==> src/rtl/traffic_pkg.sv <==
// traffic_pkg
//   Shared types and constants for the multi-road traffic-light sequencer.
//   phase_t  : sequencer phase as shown on the phase output
//   mode_t   : operating mode as driven on the mode input
//   CFG_SEL_*: duration-register selector codes for cfg_sel
//   LAMP_*   : lamp colours packed as {r,g,b}
//   lamp_colour(): colour of one road's lamp for a given mode/phase
package traffic_pkg;

   typedef enum logic [1:0] {
      GREEN   = 2'b00,
      YELLOW  = 2'b01,
      ALL_RED = 2'b10
   } phase_t;

   typedef enum logic [1:0] {
      RUN       = 2'b00,
      FLASH     = 2'b01,
      ALL_RED_M = 2'b10,
      HOLD      = 2'b11
   } mode_t;

   localparam logic [1:0] CFG_SEL_GREEN  = 2'b00;
   localparam logic [1:0] CFG_SEL_YELLOW = 2'b01;
   localparam logic [1:0] CFG_SEL_RED    = 2'b10;
   localparam logic [1:0] CFG_SEL_RSVD   = 2'b11;

   localparam logic [2:0] LAMP_RED    = 3'b100;
   localparam logic [2:0] LAMP_YELLOW = 3'b110;
   localparam logic [2:0] LAMP_GREEN  = 3'b010;
   localparam logic [2:0] LAMP_OFF    = 3'b000;

   // Colour of a single road's lamp. 'served' is true for the road the
   // sequencer is currently serving. HOLD is resolved by the caller, which
   // simply keeps the previous lamp values.
   function automatic logic [2:0] lamp_colour(input mode_t  md,
                                              input phase_t ph,
                                              input logic   served,
                                              input logic   flash_on);
      logic [2:0] col;
      col = LAMP_RED;
      case (md)
         FLASH: col = flash_on ? LAMP_YELLOW : LAMP_OFF;
         RUN: begin
            if (served) begin
               case (ph)
                  GREEN:   col = LAMP_GREEN;
                  YELLOW:  col = LAMP_YELLOW;
                  default: col = LAMP_RED;
               endcase
            end
         end
         default: col = LAMP_RED;
      endcase
      return col;
   endfunction

endpackage

==> src/rtl/traffic_ctrl_multi_tick_prescaler.sv <==
// tick_prescaler
//   Divides clk down to a one-cycle tick every TICK_DIV cycles.
//   clk  : clock
//   rst  : synchronous active-low reset (count -> 0)
//   clr  : restart the count at 0 (used on mode changes)
//   en   : count enable; when low the count is frozen
//   tick : high for the cycle in which the count equals TICK_DIV-1
module tick_prescaler #(
   parameter int TICK_DIV = 1
) (
   input  logic clk,
   input  logic rst,
   input  logic clr,
   input  logic en,
   output logic tick
);

   localparam int               CNT_W    = (TICK_DIV > 1) ? $clog2(TICK_DIV) : 1;
   localparam logic [CNT_W-1:0] CNT_LAST = CNT_W'(TICK_DIV - 1);

   logic [CNT_W-1:0] cnt_q;
   logic [CNT_W-1:0] cnt_d;

   always_comb begin
      cnt_d = cnt_q;
      if (clr) begin
         cnt_d = '0;
      end else if (en) begin
         cnt_d = (cnt_q == CNT_LAST) ? '0 : cnt_q + 1'b1;
      end
   end

   always_ff @(posedge clk) begin
      if (!rst) begin
         cnt_q <= '0;
      end else begin
         cnt_q <= cnt_d;
      end
   end

   // A clear suppresses the tick so the first tick after a mode change is a
   // full TICK_DIV cycles away.
   assign tick = en && !clr && (cnt_q == CNT_LAST);

endmodule

==> src/rtl/traffic_ctrl_multi.sv <==
// traffic_ctrl_multi
//   Round-robin traffic-light sequencer for N_ROADS approach roads. Each road
//   is served GREEN -> YELLOW -> ALL_RED, then the next road takes over.
//   Phase durations live in run-time writable registers.
//   clk       : clock
//   rst       : synchronous active-low reset
//   mode      : 00 RUN, 01 FLASH, 10 ALL_RED, 11 HOLD
//   cfg_we    : write strobe for the duration registers
//   cfg_sel   : 00 green, 01 yellow, 10 all-red, 11 ignored
//   cfg_val   : duration value in ticks
//   lamp_r/g/b: per-road lamp drive (yellow = r+g, blue always 0)
//   led       : remaining ticks of the current phase (0 in FLASH/ALL_RED)
//   road_idx  : road currently served
//   phase     : 00 GREEN, 01 YELLOW, 10 ALL_RED
module traffic_ctrl_multi
   import traffic_pkg::*;
#(
   parameter int N_ROADS      = 2,
   parameter int TIME_W       = 4,
   parameter int TICK_DIV     = 125_000_000,
   parameter int T_GREEN_RST  = 5,
   parameter int T_YELLOW_RST = 1,
   parameter int T_RED_RST    = 1
) (
   input  logic                       clk,
   input  logic                       rst,
   input  logic [1:0]                 mode,
   input  logic                       cfg_we,
   input  logic [1:0]                 cfg_sel,
   input  logic [TIME_W-1:0]          cfg_val,
   output logic [N_ROADS-1:0]         lamp_r,
   output logic [N_ROADS-1:0]         lamp_g,
   output logic [N_ROADS-1:0]         lamp_b,
   output logic [TIME_W-1:0]          led,
   output logic [$clog2(N_ROADS)-1:0] road_idx,
   output logic [1:0]                 phase
);

   localparam int                ROAD_W    = $clog2(N_ROADS);
   localparam logic [ROAD_W-1:0] LAST_ROAD = ROAD_W'(N_ROADS - 1);
   localparam logic [TIME_W-1:0] ONE       = TIME_W'(1);

   // Duration registers
   logic [TIME_W-1:0] t_green_q, t_green_d;
   logic [TIME_W-1:0] t_yellow_q, t_yellow_d;
   logic [TIME_W-1:0] t_red_q, t_red_d;

   // Sequencer state
   phase_t            phase_q, phase_d;
   logic [ROAD_W-1:0] road_q, road_d;
   logic [TIME_W-1:0] cnt_q, cnt_d;
   mode_t             mode_q, mode_d;
   logic              flash_q, flash_d;
   // Set while FLASH/ALL_RED has overridden the lamps; the next return to RUN
   // must go through a safe all-red restart instead of resuming.
   logic              stale_q, stale_d;

   // Registered outputs
   logic [N_ROADS-1:0] lamp_r_q, lamp_r_d;
   logic [N_ROADS-1:0] lamp_g_q, lamp_g_d;
   logic [N_ROADS-1:0] lamp_b_q, lamp_b_d;
   logic [TIME_W-1:0]  led_q, led_d;

   mode_t             mode_in;
   logic              mode_chg;
   logic              tick;
   logic [ROAD_W-1:0] road_next;
   logic [TIME_W-1:0] green_eff;
   logic [N_ROADS-1:0] dec_r, dec_g, dec_b;

   assign mode_in   = mode_t'(mode);
   assign mode_chg  = (mode_in != mode_q);
   assign road_next = (road_q == LAST_ROAD) ? '0 : road_q + 1'b1;
   // A zero green would stall the sequencer, so it is served as one tick.
   assign green_eff = (t_green_q == '0) ? ONE : t_green_q;

   tick_prescaler #(
      .TICK_DIV (TICK_DIV)
   ) u_prescaler (
      .clk  (clk),
      .rst  (rst),
      .clr  (mode_chg),
      .en   (mode_in != HOLD),
      .tick (tick)
   );

   // ---------------------------------------------------------------------
   // Duration register writes. Phase entries below read the _q values, so
   // an entry on the same edge as a write still sees the old duration.
   // ---------------------------------------------------------------------
   always_comb begin
      t_green_d  = t_green_q;
      t_yellow_d = t_yellow_q;
      t_red_d    = t_red_q;
      if (cfg_we) begin
         case (cfg_sel)
            CFG_SEL_GREEN:  t_green_d  = cfg_val;
            CFG_SEL_YELLOW: t_yellow_d = cfg_val;
            CFG_SEL_RED:    t_red_d    = cfg_val;
            CFG_SEL_RSVD:   ;
            default:        ;
         endcase
      end
   end

   // ---------------------------------------------------------------------
   // Sequencer next state
   // ---------------------------------------------------------------------
   always_comb begin
      phase_d = phase_q;
      road_d  = road_q;
      cnt_d   = cnt_q;
      flash_d = flash_q;
      stale_d = stale_q;
      mode_d  = mode_in;

      if (mode_chg) begin
         case (mode_in)
            RUN: begin
               if (stale_q) begin
                  stale_d = 1'b0;
                  if (t_red_q != '0) begin
                     phase_d = ALL_RED;
                     cnt_d   = t_red_q;
                  end else begin
                     phase_d = GREEN;
                     road_d  = road_next;
                     cnt_d   = green_eff;
                  end
               end
            end
            FLASH: begin
               flash_d = 1'b1;
               stale_d = 1'b1;
            end
            ALL_RED_M: stale_d = 1'b1;
            default: ;
         endcase
      end else if (tick) begin
         if (mode_in == FLASH) begin
            flash_d = !flash_q;
         end else if (mode_in == RUN) begin
            if (cnt_q > ONE) begin
               cnt_d = cnt_q - 1'b1;
            end else begin
               // Zero-length yellow / all-red phases are skipped outright.
               case (phase_q)
                  GREEN: begin
                     if (t_yellow_q != '0) begin
                        phase_d = YELLOW;
                        cnt_d   = t_yellow_q;
                     end else if (t_red_q != '0) begin
                        phase_d = ALL_RED;
                        cnt_d   = t_red_q;
                     end else begin
                        phase_d = GREEN;
                        road_d  = road_next;
                        cnt_d   = green_eff;
                     end
                  end
                  YELLOW: begin
                     if (t_red_q != '0) begin
                        phase_d = ALL_RED;
                        cnt_d   = t_red_q;
                     end else begin
                        phase_d = GREEN;
                        road_d  = road_next;
                        cnt_d   = green_eff;
                     end
                  end
                  default: begin
                     phase_d = GREEN;
                     road_d  = road_next;
                     cnt_d   = green_eff;
                  end
               endcase
            end
         end
      end
   end

   // ---------------------------------------------------------------------
   // Per-road lamp decode from the next state
   // ---------------------------------------------------------------------
   for (genvar gi = 0; gi < N_ROADS; gi++) begin : g_lamp
      assign {dec_r[gi], dec_g[gi], dec_b[gi]} =
         lamp_colour(mode_d, phase_d, road_d == ROAD_W'(gi), flash_d);
   end

   always_comb begin
      lamp_r_d = dec_r;
      lamp_g_d = dec_g;
      lamp_b_d = dec_b;
      led_d    = (mode_in == RUN) ? cnt_d : '0;
      if (mode_in == HOLD) begin
         lamp_r_d = lamp_r_q;
         lamp_g_d = lamp_g_q;
         lamp_b_d = lamp_b_q;
         led_d    = led_q;
      end
   end

   // ---------------------------------------------------------------------
   // State registers
   // ---------------------------------------------------------------------
   always_ff @(posedge clk) begin
      if (!rst) begin
         t_green_q  <= TIME_W'(T_GREEN_RST);
         t_yellow_q <= TIME_W'(T_YELLOW_RST);
         t_red_q    <= TIME_W'(T_RED_RST);
         phase_q    <= ALL_RED;
         road_q     <= LAST_ROAD;
         cnt_q      <= TIME_W'(T_RED_RST);
         mode_q     <= RUN;
         flash_q    <= 1'b0;
         stale_q    <= 1'b0;
         lamp_r_q   <= '1;
         lamp_g_q   <= '0;
         lamp_b_q   <= '0;
         led_q      <= TIME_W'(T_RED_RST);
      end else begin
         t_green_q  <= t_green_d;
         t_yellow_q <= t_yellow_d;
         t_red_q    <= t_red_d;
         phase_q    <= phase_d;
         road_q     <= road_d;
         cnt_q      <= cnt_d;
         mode_q     <= mode_d;
         flash_q    <= flash_d;
         stale_q    <= stale_d;
         lamp_r_q   <= lamp_r_d;
         lamp_g_q   <= lamp_g_d;
         lamp_b_q   <= lamp_b_d;
         led_q      <= led_d;
      end
   end

   assign lamp_r   = lamp_r_q;
   assign lamp_g   = lamp_g_q;
   assign lamp_b   = lamp_b_q;
   assign led      = led_q;
   assign road_idx = road_q;
   assign phase    = phase_q;

endmodule

==> config.mk <==
export PLATFORM = sky130hd
export DESIGN_NAME = traffic_ctrl_multi
export DESIGN_NICKNAME = d
export VERILOG_FILES = /design/src/rtl/traffic_pkg.sv /design/src/rtl/traffic_ctrl_multi_tick_prescaler.sv /design/src/rtl/traffic_ctrl_multi.sv
export SDC_FILE = /design/constraint.sdc
export NUM_CORES = 1
export LEC_CHECK = 0
export ABC_AREA = 1
export ABC_CLOCK_PERIOD_IN_PS = 3300
export CORE_ASPECT_RATIO = 0.6
export CORE_MARGIN = 5
export CORE_UTILIZATION = 50
export CTS_BUF_LIST = sky130_fd_sc_hd__clkbuf_16
export DETAILED_ROUTE_END_ITERATION = 7
export PLACE_DENSITY = 0.8
export SLEW_MARGIN = 20
export SYNTH_ARGS = -nofsm -noshare
export SYNTH_HDL_FRONTEND = slang
export SYNTH_SLANG_ARGS = --single-unit
==> constraint.sdc <==
create_clock -name clk -period 3.3 [get_ports clk]
set_input_delay 0.495 -clock clk [delete_from_list [all_inputs] [get_ports clk]]
set_output_delay 0.495 -clock clk [all_outputs]
set_load 0.03 [all_outputs]
==> impl_results.md, run 1 <==
* Vias per inst at 5.36
* Largest cells by area after synthesis: dfxtp_1 34%, nand2_1 13%, inv_1 7.3%
* VDD IR max at 324 µV
* Slew @ Worst Pin at 0.510 ns
* Crit path capture: led[2]
* Slowest stage delay, CP at 0.54 ns
* Synth Warn # at 0
* GRT Util Overall at 0.214
* Starting Density at 0.513
* Yosys top cell area share at 0.341
* Seq/Total Area, Yosys at 0.341
* Hold path depth at 2
* Synth Flop Type: dfxtp_1
* GR Overflow Total at 0
* Hpwl dp at 6480 µm
* DRT Pass-1 Iters at 7
* Critical Path AT at 2.81 ns
* Register-to-register setup slack at 1.19 ns
* Clock sinks at 58
* Commonest cells after routing, fill and taps aside: 119 x nand2_1, 67 x inv_1, 64 x nor2_1
* Hold_buf cts at 0
* R2R Path End: lamp_r[0]
* Clock transition at the registers of the reported paths at 0.05 ns
* Core Region at 6650 µm²
* Pins Over Slew Limit at 0
* F_max at 386 MHz
* Setup violators final at 0
* CP Launch Point: mode[0]
* Wire per inst at 13.7 µm
* CP max FO at 12
* First-pass GRT wire length at 14,500 µm
* Mapped Area at 3410 µm²
* Num rows at 23
* Max capacitance violation total at 0
* Crit-path cells: clkdlybuf4s50_1 -> ha_1 -> nor2_1 -> nand3_1 -> nor2_1 -> nand2_1 -> nor2_2 -> inv_2 -> nor2_4 -> o211ai_1 -> nand2_1 -> nand2_1 -> nand3_1 -> nand2_1
* DRC errors left at 0
* Most common cell on crit path: nand2_1
* EDFF count, synth at 0
* Worst-Skew Late Latency at 0.33 ns
* Leak Pwr at 1.62 nW
* CTS HTree Levels at 3
* Outcome: finished, final reports clean
* Pin count of the biggest net entering global routing at 27
* Mapped Cells at 512
* Share of layout cells above drive strength 1 at 0.103
* Max_slew headroom at 0.657
* Post-cts sizing count at 0
* GP Congestion at 0.965
* Post-synthesis async set-or-reset flop share at 0
* CTS tree: yes
* Final number of hold-violating endpoints at 0
* Die X-Extent at 117 µm
* Min Tclk post-route at 2.59 ns
* DRT Wirelength at 8630 µm
* Sum Neg Setup Slack at 0 ns
* Critical path required time at 3.52 ns
* DIE AREA at 8620 µm²
* Clock Skews at 0.00726 ns
* Ant. Diodes at 0
* CP Class: input port to flip-flop
* RR Startpoint: cnt_q[0]
* I/O pin cnt at 24
* Vias in the first global route at 3,116
* RSZ-0062 raised after global routing: no
* Seq cells post-synth at 58
* Clk root buf: clkbuf_16
* CP max-delay cell: clkdlybuf4s50_1
* Fillcell total at 634
* Synthesized area per cell at 6.66 µm²
* Initial antenna violation count at 0
* Commonest non-fill, non-tap cell in the layout: nand2_1
* Area growth syn-to-layout at 16.8%
* Worst r2r path cells at 12
* Netlist cell types at 41
* HP Class: flip-flop to flip-flop
* Layout Nets at 556
* DR vias at 3,373
* TritonCTS buffer count at 9
* PortBufs at 21
* Postcts setup bufs at 0
* Iteration-0 DRC Markers at 400
* Critical path launch point type: input port
* Bufs on Longest Clock Path at 2
* Hold WS at 0.450 ns
* Final Cycle Share at 0.785
* CP Capture Type: flip-flop
* PwrDens at 466 nW/µm²
* Die height at 74.0 µm
* Routed Antenna Nets at 0
* Post-synth top area cell: dfxtp_1
-- worst min path at each step --
| stage | end | start |
|---|---|---|
| floorplan | t_green_q[0] | t_green_q[0] |
| global placement | led[3] | led[3] |
| detailed placement | led[3] | led[3] |
| CTS | led[3] | led[3] |
| global route | led[3] | led[3] |
| finish | led[3] | led[3] |
-- cell families (layout without fill, tap and decap cells) --
| kind of cell | after synthesis | after routing | share of synthesized area |
|---|---|---|---|
| AOI/OAI and AO/OA | 95 | 95 | 0.160 |
| xor gates and xnor gates | 7 | 7 | 0.0180 |
| adders and majority gates | 8 | 8 | 0.0294 |
| buffers and inverters | 88 | 117 | 0.101 |
| DFF | 58 | 58 | 0.341 |
| other | 1 | 2 | 0.00110 |
| and+or+nand+nor | 255 | 255 | 0.350 |
-- state kept, by name, indices dropped and copies added, names as in the netlist --
name               flops
t_red_q                4
t_green_q              4
lamp_r                 2
cnt_q                  4
t_yellow_q             4
lamp_g                 2
led                    4
stale_q                1
phase                  2
mode_q                 2
flash_q                1
u_prescaler.cnt_q     27
road_idx               1
-- worst max-delay path: cells and delay by family --
kind | cells | cell delay (ns)
AOI/OAI and AO/OA | 1 | 0.12
and+or+nand+nor | 10 | 1.13
buffers and inverters | 2 | 0.61
adders and majority gates | 1 | 0.45
-- report_power, final --
| group | switching, mW | total (mW) | internal, mW |
|---|---|---|---|
| Clock | 0.331 | 0.906 | 0.575 |
| Combinational | 0.137 | 0.209 | 0.0725 |
| Sequential | 0.0174 | 0.741 | 0.724 |
| Total | 0.485 | 1.86 | 1.37 |
-- layout make-up --
| class | instances | area, µm² | area share |
|---|---|---|---|
| Inverter | 78 | 294 | 0.0738 |
| Clock buffer | 9 | 225 | 0.0566 |
| Sequential cell | 58 | 1160 | 0.292 |
| Tap cell | 87 | 109 | 0.0273 |
| Multi-Input combinational cell | 367 | 1910 | 0.479 |
| Timing Repair Buffer | 23 | 225 | 0.0566 |
| Clock inverter | 7 | 61.3 | 0.0154 |
-- metrics by stage --
stage	setup slack [ns]	power [mW]	instances	cell area, µm²	utilization
floorplan	1.33	0.895	513	3410	-
global placement	0.516	0.954	613	3700	0.556
detailed placement	0.435	0.959	613	3700	0.556
CTS	0.749	1.87	629	3980	0.599
global route	0.450	1.93	629	3980	0.599
finish	0.710	1.86	629	3980	0.599
-- cells in the mapped netlist, types with 6 or more instances --
library cell,instances
nand2_1,119
inv_1,66
nor2_1,64
dfxtp_1,58
a21oi_1,40
o21ai_0,25
nand3_1,24
o211ai_1,12
inv_2,10
ha_1,8
nor3_1,8
nand2_2,6
nand4_1,6
-- per-layer routing --
layer | share of wire | wire [µm] | vias up | GRT usage
met1 | 0.50 | 4330 | 1536 | 0.317
met2 | 0.40 | 3450 | 123 | 0.307
met5 | 0 | 0 | - | 0
li1 | - | - | 1703 | -
met4 | 0.011 | 97 | 0 | 0.0573
met3 | 0.087 | 751 | 11 | 0.0585
(Power assumes the default switching activity.)
==> run 2, diff against run 1 <==
- ABC_CLOCK_PERIOD_IN_PS: 3300 -> 2600
- clock period: 3.3 -> 2.6 ns (I/O delays scaled with it)
==> run 2 against run 1 <==
Net effect:
- sequential cell count is the same
- sequential share of layout area decreased by 0.53 points
- via count grew 2.2%
- die area unchanged
==> impl_results.md, run 2 (synthesized netlist as in run 1, its figures left out) <==
* Initial antenna violation count at 0 (unchanged)
* DIE AREA at 8620 µm² (unchanged)
* Worst r2r path cells at 12 (unchanged)
* GP Congestion at 0.925 (-4.1%)
* Final Cycle Share at 0.905
* GRT Util Overall at 0.220 (+0.00583)
* Clock Skews at 0.00456 ns (-0.00270 ns)
* Vias per inst at 5.37 (+0.15%)
* CP max-delay cell: clkdlybuf4s50_1
* Max reg flops at 27 (unchanged)
* Critical path launch point type: input port
* Met2 Use GR at 0.299 (-0.00760)
* Setup violators final at 0 (unchanged)
* CP Depth at 14 (unchanged)
* Clock transition at the registers of the reported paths at 0.05 ns (about the same)
* DRC errors left at 0 (unchanged)
* CTS HTree Levels at 3 (unchanged)
* Layout Nets at 569 (+2.3%)
* F_max at 425 MHz
* Hpwl dp at 6680 µm (+3.1%)
* Ant. Diodes at 0 (unchanged)
* Share of layout cells above drive strength 1 at 0.124 (+0.0210)
* Crit path buffers/inverters at 1 (-1)
* Crit-path leading delay family: simple AND/OR/NAND/NOR gates
* Pre-CTS setup slack at 0.0483 ns (-0.387 ns)
* Max_slew headroom at 0.599 (-0.0580)
* DRT Pass-1 Iters at 5 (-2)
* Pins Over Slew Limit at 0 (unchanged)
* Vias in the first global route at 3,061 (-1.8%)
* Starting Density at 0.513 (unchanged)
* RSZ-0062 raised after global routing: no
* Leak Pwr at 1.68 nW (+3.4%)
* Sum Neg Setup Slack at 0 ns (unchanged)
* Post-cts sizing count at 0 (unchanged)
* Min Tclk post-route at 2.35 ns
* Wire per inst at 13.8 µm (+0.59%)
* Pin count of the biggest net entering global routing at 26 (-3.7%)
* CP max FO at 6 (-6)
* Flop pwr share at 0.414 (+0.015)
* Part of the power in the clock network at 0.461 (-0.027)
* Clock sinks at 58 (unchanged)
* VDD IR max at 403 µV (+24%)
* PortBufs at 21 (unchanged)
* Hold_buf cts at 0 (unchanged)
* Die height at 74.0 µm (unchanged)
* Comb power frac at 0.125 (+0.012)
* Switching Share at 0.272 (+0.0111)
* M1 GR Usage at 0.333 (+0.0155)
* Final number of hold-violating endpoints at 0 (unchanged)
* Commonest cells after routing, fill and taps aside: 119 x nand2_1, 67 x inv_1, 64 x nor2_1
* Bufs on Longest Clock Path at 2 (unchanged)
* Critical path required time at 2.81 ns (-0.71 ns)
* DRT Wirelength at 8860 µm (+2.7%)
* Post-layout worst setup margin at 0.247 ns (-0.464 ns)
* Routed Antenna Nets at 0 (unchanged)
* CP Capture Type: flip-flop
* Fillcell total at 606 (-4.4%)
* Core Region at 6650 µm² (unchanged)
* Outcome: finished, final reports clean
* Hold path depth at 2 (unchanged)
* Postcts setup bufs at 0 (unchanged)
* Critical Path AT at 2.57 ns (-0.24 ns)
* Crit-path cells: clkdlybuf4s50_1 -> ha_1 -> nor2_1 -> nand2_1 -> nor2_1 -> nand2_1 -> nor2_4 -> nand3_1 -> nand2_1 -> nand3_2 -> a21oi_1 -> nand2_1 -> nand2_1 -> a21oi_1
* TritonCTS buffer count at 9 (unchanged)
* Busiest layer in global routing: met1
* Slew @ Worst Pin at 0.597 ns (+0.0864 ns)
* Iteration-0 DRC Markers at 385 (-3.8%)
* Biggest register: u_prescaler.cnt_q
* First-pass GRT wire length at 14,700 µm (+2.0%)
* Max capacitance violation total at 0 (unchanged)
* GR Overflow Total at 0 (unchanged)
* HP Class: flip-flop to flip-flop
* Area growth syn-to-layout at 19.0%
* Num rows at 23 (unchanged)
* Clk root buf: clkbuf_16
* PwrDens at 560 nW/µm² (+20%)
* Die X-Extent at 117 µm (unchanged)
* Slowest stage delay, CP at 0.44 ns (-0.10 ns)
* Most common cell on crit path: nand2_1
* I/O pin cnt at 24 (unchanged)
* Internal power at 1.65 mW (+21%)
* Met3 GRT Util at 0.0593 (+0.000813)
* DR vias at 3,448 (+2.2%)
* CTS tree: yes
* Switching Power at 0.619 mW (+28%)
* Commonest non-fill, non-tap cell in the layout: nand2_1
* Worst-Skew Late Latency at 0.33 ns (about the same)
* CP Class: input port to flip-flop
-- run 2: cell count changes in the layout (fill, tap and decap cells not counted), sizes merged --
cell	before	now
clkinv	6	8
buf	2	15
clkinvlp	1	0
bufinv	1	0
-- run 2: worst paths after layout --
check,from,endpoint,slack (ns)
hold reg to reg,led[2],led[2],0.45
hold / removal,led[2],led[2],0.45
setup / recovery,mode[0],lamp_r[0],0.25
setup reg to reg,cnt_q[0],lamp_r[0],0.36
-- run 2: final cells by class --
type | count | area [µm²] | share of cell area
Multi-Input combinational cell | 367 | 1910 | 0.470
Sequential cell | 58 | 1160 | 0.286
Timing Repair Buffer | 36 | 323 | 0.0796
Inverter | 78 | 294 | 0.0725
Clock buffer | 9 | 225 | 0.0555
Tap cell | 87 | 109 | 0.0268
Clock inverter | 7 | 37.5 | 0.00925
-- run 2: per-stage QoR --
stage	cells	total power [mW]	hold WS [ns]	util	instance area [µm²]
finish	642	2.27	0.449	0.610	4060
global route	642	2.36	0.473	0.610	4060
CTS	642	2.27	0.452	0.610	4060
detailed placement	626	1.23	0.441	0.571	3790
global placement	626	1.23	0.437	0.571	3790
floorplan	513	1.14	0.429	-	3410
-- run 2: power groups by stage --
stage,Combinational (mW),Sequential (mW),Clock [mW]
final,0.284,0.941,1.05
after global routing,0.316,0.944,1.10
after CTS,0.280,0.940,1.06
after detailed placement,0.275,0.958,0
after global placement,0.268,0.957,0
after floorplan,0.167,0.968,0
-- run 2: routing by layer --
metal / part of all wire / up-vias / wire [µm]
li1: - / 1724 / -
met1: 0.51 / 1568 / 4540
met2: 0.39 / 151 / 3490
met3: 0.086 / 5 / 761
met4: 0.0079 / 0 / 70
met5: 0 / - / 0
-- run 2: worst reg2reg max path, stage by stage (launching register included) --
cell and delay (ns):
dfxtp_1 0.38, inv_1 0.12, ha_1 0.24, o21ai_1 0.49, nor2_2 0.13, nand3_1 0.14
nand2_1 0.06, nand2_1 0.08, inv_1 0.04, a21oi_1 0.23, nand2_1 0.11, nand2_1 0.07
a21oi_1 0.05
